===== config.mk =====
export PLATFORM = sky130hd
export DESIGN_NAME = idex_hazard_reg
export DESIGN_NICKNAME = d
export VERILOG_FILES = /design/src/rtl/idex_hazard_reg.sv
export SDC_FILE = /design/constraint.sdc
export NUM_CORES = 1
export LEC_CHECK = 0
export CAP_MARGIN = 30
export CORE_MARGIN = 5
export CORE_UTILIZATION = 36
export CTS_CLUSTER_DIAMETER = 150
export CTS_CLUSTER_SIZE = 10
export DETAILED_ROUTE_END_ITERATION = 8
export HOLD_SLACK_MARGIN = 0.06
export PLACE_DENSITY = 0.79
export SKIP_CTS_REPAIR_TIMING = 1
export SLEW_MARGIN = 20
export SYNTH_ARGS = -nofsm -noshare
export SYNTH_HDL_FRONTEND = slang
export SYNTH_SLANG_ARGS = --single-unit

===== constraint.sdc =====
create_clock -name clk -period 1.9 [get_ports clk]
set_clock_uncertainty 0.2 [all_clocks]
set_input_delay 0.38 -clock clk [delete_from_list [all_inputs] [get_ports clk]]
set_output_delay 0.38 -clock clk [all_outputs]
set_load 0.05 [all_outputs]

===== src/rtl/idex_hazard_reg.sv =====
// ID/EX pipeline register with load-use hazard detection, branch-flush bubble
// insertion, memory-stall freeze and a saturating bubble counter.
`timescale 1ns/1ps
module idex_hazard_reg #(
  parameter int unsigned   W      = 32,
  parameter logic [W-1:0]  NOP_IR = '0,
  parameter int unsigned   CNT_W  = 16
) (
  input  logic             clk,
  input  logic             rst_n,
  input  logic [W-1:0]     d_ir,
  input  logic [W-1:0]     d_pc,
  input  logic [W-1:0]     d_rd1,
  input  logic [W-1:0]     d_rd2,
  input  logic [W-1:0]     d_imm,
  input  logic [4:0]       d_rs,
  input  logic [4:0]       d_rt,
  input  logic [4:0]       d_ws,
  input  logic             d_we,
  input  logic             d_re1,
  input  logic             d_re2,
  input  logic             d_memread,
  input  logic             d_memwrite,
  input  logic             d_valid,
  input  logic             flush,
  input  logic             mem_busy,
  output logic [W-1:0]     ex_ir,
  output logic [W-1:0]     ex_pc,
  output logic [W-1:0]     ex_rd1,
  output logic [W-1:0]     ex_rd2,
  output logic [W-1:0]     ex_imm,
  output logic [4:0]       ex_rs,
  output logic [4:0]       ex_rt,
  output logic [4:0]       ex_ws,
  output logic             ex_we,
  output logic             ex_re1,
  output logic             ex_re2,
  output logic             ex_memread,
  output logic             ex_memwrite,
  output logic             ex_valid,
  output logic             stall_fd,
  output logic             load_use,
  output logic [CNT_W-1:0] bubble_cnt
);

  localparam int unsigned RW = 5;

  typedef struct packed {
    logic [W-1:0]  ir;
    logic [W-1:0]  pc;
    logic [W-1:0]  rd1;
    logic [W-1:0]  rd2;
    logic [W-1:0]  imm;
    logic [RW-1:0] rs;
    logic [RW-1:0] rt;
    logic [RW-1:0] ws;
    logic          we;
    logic          re1;
    logic          re2;
    logic          memread;
    logic          memwrite;
    logic          valid;
  } idex_t;

  idex_t            ex_q, ex_d;
  idex_t            id_slot;
  idex_t            bubble;
  logic [CNT_W-1:0] cnt_q, cnt_d;
  logic             hz;
  logic             load_bubble;

  // Bundle the incoming ID fields into one payload.
  always_comb begin
    id_slot          = '0;
    id_slot.ir       = d_ir;
    id_slot.pc       = d_pc;
    id_slot.rd1      = d_rd1;
    id_slot.rd2      = d_rd2;
    id_slot.imm      = d_imm;
    id_slot.rs       = d_rs;
    id_slot.rt       = d_rt;
    id_slot.ws       = d_ws;
    id_slot.we       = d_we;
    id_slot.re1      = d_re1;
    id_slot.re2      = d_re2;
    id_slot.memread  = d_memread;
    id_slot.memwrite = d_memwrite;
    id_slot.valid    = d_valid;
  end

  // Bubble payload: everything cleared except the instruction word, which is a NOP.
  always_comb begin
    bubble    = '0;
    bubble.ir = NOP_IR;
  end

  // Load in EX whose destination is read by the ID instruction; $0 never hazards.
  always_comb begin
    hz = d_valid & ex_q.valid & ex_q.memread & ex_q.we & (ex_q.ws != RW'(0)) &
         ((d_re1 & (d_rs == ex_q.ws)) | (d_re2 & (d_rt == ex_q.ws)));
  end

  // Stall/bubble decisions; a flush already kills the ID instruction so no hold.
  always_comb begin
    load_bubble = ~mem_busy & (flush | hz);
    stall_fd    = mem_busy | (hz & ~flush);
    load_use    = hz & ~flush & ~mem_busy;
  end

  // Next state: freeze on mem_busy, else bubble on flush/hazard, else capture.
  always_comb begin
    ex_d  = ex_q;
    cnt_d = cnt_q;
    if (!mem_busy) begin
      if (load_bubble) begin
        ex_d = bubble;
        if (cnt_q != {CNT_W{1'b1}}) begin
          cnt_d = cnt_q + CNT_W'(1);
        end
      end else begin
        ex_d = id_slot;
      end
    end
  end

  // State register; reset leaves a bubble in EX and clears the counter.
  always_ff @(posedge clk or negedge rst_n) begin
    if (!rst_n) begin
      ex_q  <= bubble;
      cnt_q <= '0;
    end else begin
      ex_q  <= ex_d;
      cnt_q <= cnt_d;
    end
  end

  // Unpack the EX payload onto the output ports.
  always_comb begin
    ex_ir       = ex_q.ir;
    ex_pc       = ex_q.pc;
    ex_rd1      = ex_q.rd1;
    ex_rd2      = ex_q.rd2;
    ex_imm      = ex_q.imm;
    ex_rs       = ex_q.rs;
    ex_rt       = ex_q.rt;
    ex_ws       = ex_q.ws;
    ex_we       = ex_q.we;
    ex_re1      = ex_q.re1;
    ex_re2      = ex_q.re2;
    ex_memread  = ex_q.memread;
    ex_memwrite = ex_q.memwrite;
    ex_valid    = ex_q.valid;
    bubble_cnt  = cnt_q;
  end

endmodule


==> Word-level counts from Yosys, hierarchy flattened <==
Index checks and enable logic that the tools add are counted.
{ "word_totals": {"regBits": 197, "latch_bits": 0, "ram_bits": 0, "mem_bits_ro": 0, "in_bits": 185, "out_inout_bits": 199, "mem_count": 0} }
{ "classes": {"n_addsub": 1, "mul": 0, "div_mod_pow": 0, "magnitude_cmp": 0, "eq_ne": 3, "shifts": 0, "n_mux": 1, "bitwise_logic": 15, "n_reduce_logical": 2} }
{ "op_table": {"columns": ["op", "count"], "rows": [
  ["181-bit two-way mux", 1],
  ["16-bit by 1-bit adder with 16-bit output, second input constant", 1],
  ["16-bit != test, second input constant", 1],
  ["1-bit bitwise AND", 10],
  ["5-bit equality test", 2],
  ["5-bit nonzero test", 1],
  ["1-bit bitwise OR", 3],
  ["3-bit AND reduction", 1],
  ["1-bit NOT", 2]
]} }

==> Longest topological paths before layout <==
{ "depth": {"word_depth": 8, "ltp_mapped": 8, "mapped_depth_nobuf": 7} }

==> Worst setup path before layout <==
OpenSTA, ideal clock, no wires.
{ "synth_timing": {"path_type": "reg-to-output", "start": "register ex_q (netlist bit ex_ws[0])", "end": "output load_use", "arrival_time_ns": 2.385, "setup_slack_ns": -1.065, "path_stages_with_launch": 6, "n_path_buf": 0, "path_cell_list": "dfrtp_1 xnor2_1 nand4_1 o22ai_2 nand2_1 nor3_1"} }
{ "synth_between": {"elab_chain_cells": 6} }
{ "synth_lines": {"columns": ["item", "line", "source"], "rows": [
  ["start: declaration", "65", "idex_t ex_q, ex_d;"],
  ["start signal: assignment", "129", "ex_q <= bubble;"],
  ["5-bit equality test", "100", "((d_re1 & (d_rs == ex_q.ws)) | (d_re2 & (d_rt == ex_q.ws)));"],
  ["1-bit bitwise AND", "100", null],
  ["1-bit bitwise OR", "100", null],
  ["1-bit bitwise AND (*)", "99", "hz = d_valid & ex_q.valid & ex_q.memread & ex_q.we & (ex_q.ws != RW'(0)) &"],
  ["1-bit bitwise AND (*) (2 in a row)", "107", "load_use = hz & ~flush & ~mem_busy;"],
  ["end: declaration", "42", "output logic load_use,"]
]} }
Mark *: on every way between the ends. The rest lies on a longest branch, timed or not.

==> Worst setup path in the final report <==
{ "layout_timing": {"start": "register ex_q (netlist bit ex_ws[4])", "end": "output load_use"} }
Same word-level chain as after synthesis.

==> metrics <==
FF/Latch Area 4960 um^2; post-route ant nets 0; Final nets 1138; Post-synth EDFFs 0; Via Count 6382; worst endpoint required time 1320 ps; met3 Use GR 0.0752; busiest layer in global routing met2; ys async rst share 1.00; # clock sinks 197; Logic pwr share 0.304; ratio of cells with drive above 1 in the final layout 0.392; # setup viols final 199; slew of the pin with the lowest slew margin 840 ps; ranking of synthesized cells by area dfrtp_1 (67%), a22o_1 (22%), xnor2_1 (1.7%); CTS tree built; total negative slack -80650 ps; hold path endpoint bubble_cnt[5]; CTS max path bufs 2; Worst Hold Class input pin to flop; sw frac 0.345; fmax 374 MHz; number of max-cap violations 0; GRT overflow 0; die area 23400 um^2; flop2flop setup slack -490 ps; met2 Use GR 0.342; Chip Width 153 um; WP data arrival 2090 ps; Finished Layout Cells 1235; R2R depth 10; drt first pass iters 6; Initial Utilization 0.364; Worst Setup Start Kind flop; largest fanout on the critical path 3; HPWL Detailed 18200 um; Synth Flop Type dfrtp_1; post-synth cell types 32; Worst setup EP type output pin; Syn Inst Count 505; Synth top cells by count dfrtp_1 (197), a22o_1 (181), clkbuf_1 (21); largest net degree at the start of global routing 91; synthesis-to-finish area growth 77.4%; average size of a mapped cell 14.6 um^2; Critical R2R Launch ex_ws[4]; Final Cycle Share 1.41; n_diodes 0; Root Buffer clkbuf_16; met1 Use GR 0.250; Synth top area share 0.671; failing checks negative setup slack; final wirelength 26900 um; Int Pwr 7.91 mW; antenna violations before repair 0; post-synthesis sequential area ratio 0.671; row cnt 52; Reg2Reg Capture Point ex_ir[7]; filler instances 1474; P_sw 4.17 mW; Hold Path Depth 3; PortBufs 383; Clock Power Share 0.296; first-pass GRT wire length 37700 um; status complete, but fails checks; worst skew pair latency 420 ps; GPL Wtd Cong 0.828; vias per cell 5.17; wire per inst 21.8 um; 1st-iter DRT viols 243; cell type with the largest total area after synthesis dfrtp_1; syn_nets 691; Tot GR Track Use 0.203; most common cell in the netlist dfrtp_1; final hold viol count 0; Die Y 153 um; Worst Slack Setup Final -775 ps; CTS clock-pin slew for the worst setup and hold paths 80 ps; placed insts 1174; LEAKAGE 6.26 nW; multi-input logic area 2450 um^2; cell area after synthesis 7350 um^2; vias in the first global route 6403; # DRC 0; post-layout min period 2670 ps; Slew Limit Headroom 0.440; Pins Over Slew Limit 0; unrepaired setup endpoints after global routing yes; Flop pwr share 0.401; synth warn 0; critical path type flop to output pin; Power Density 926 nW/um^2; maximum vdd ir drop 0.000471 V; hold path startpoint mem_busy; H-tree Lvls 4; Core Footprint 20200 um^2; Num CTS Buffers 17; Ports 384; Seq cells post-synth 197
==> flip-flops by register name (all words and copies together), names as in the netlist, 5 cells and up <==
signal / count
ex_rd2: 32
ex_pc: 32
ex_imm: 32
bubble_cnt: 16
ex_rt: 5
ex_rd1: 32
ex_rs: 5
ex_ir: 32
ex_ws: 5
==> area by class of cell <==
cell class                      instances  area share
Sequential cell                       197       0.380
Timing Repair Buffer                  469       0.360
Multi-Input combinational cell        264       0.188
Clock buffer                           19      0.0340
Tap cell                              270      0.0259
Clock inverter                         13      0.0108
Inverter                                3    0.000864
==> worst max-delay path by stage <==
stage | slack [ps] | to | cells after the start | from
final | -770 | load_use | 7 | ex_ws[4]
after detailed placement | -900 | ex_imm[28] | 9 | d_rt[4]
after floorplan | -340 | load_use | 5 | ex_ws[4]
after CTS | -930 | load_use | 7 | ex_ws[4]
after global placement | -800 | ex_pc[2] | 9 | d_rt[4]
after global routing | -910 | load_use | 7 | ex_ws[4]
==> cell families (layout without fill, tap and decap cells) <==
logic type	Yosys count	after routing	synth area share
and+or+nand+nor	47	47	0.0359
DFF	197	197	0.671
adders and majority gates	1	1	0.00170
xor gates and xnor gates	25	25	0.0298
muxes	1	1	0.00153
AOI/OAI and AO/OA	190	190	0.225
buffers and inverters	44	504	0.0347
==> metal layers <==
metal / wire, um / vias up
li1: - / 2829
met3: 2420 / 31
met4: 410 / 0
met1: 10500 / 3178
met5: 0 / -
met2: 13600 / 344
==> stage by stage <==
step | hold slack (ps) | setup slack [ps] | power [mW] | utilization | area [um^2]
floorplan | -116 | -344 | 6.74 | - | 7550
global placement | 179 | -797 | 8.28 | 0.580 | 11700
detailed placement | 185 | -898 | 8.34 | 0.580 | 11700
CTS | -286 | -929 | 11.9 | 0.609 | 12300
global route | 135 | -911 | 12.6 | 0.646 | 13000
finish | 139 | -775 | 12.1 | 0.646 | 13000
==> power by group through the flow <==
| stage | logic, mW | registers [mW] | clock network, mW |
|---|---|---|---|
| finish | 3.67 | 4.84 | 3.57 |
| global route | 3.83 | 4.88 | 3.85 |
| CTS | 3.44 | 4.83 | 3.67 |
| detailed placement | 3.44 | 4.90 | 0 |
| global placement | 3.39 | 4.89 | 0 |
| floorplan | 0.578 | 6.16 | 0 |
==> critical path: stages, from the launching register on <==
cell	delay, ps
dfrtp_2	420
buf_6	130
xnor2_4	160
nand4_1	200
o22ai_2	290
nand2_2	130
nor3_4	170
buf_12	170
==> cells in the final DEF (no fill, tap or decap), drive strengths merged, types with 2 or more instances in the layout <==
cell and n:
and4b 2, nor4 3, nor3 7, a21oi 3
nand4 5, inv 9, dfrtp 197, clkinvlp 2
nand2 11, nand3 6, buf 274, nor2 11
xor2 11, clkinv 5, xnor2 14, a22o 181
clkbuf 31, clkdlybuf4s50 182
Power figures use the tool's default switching activity.
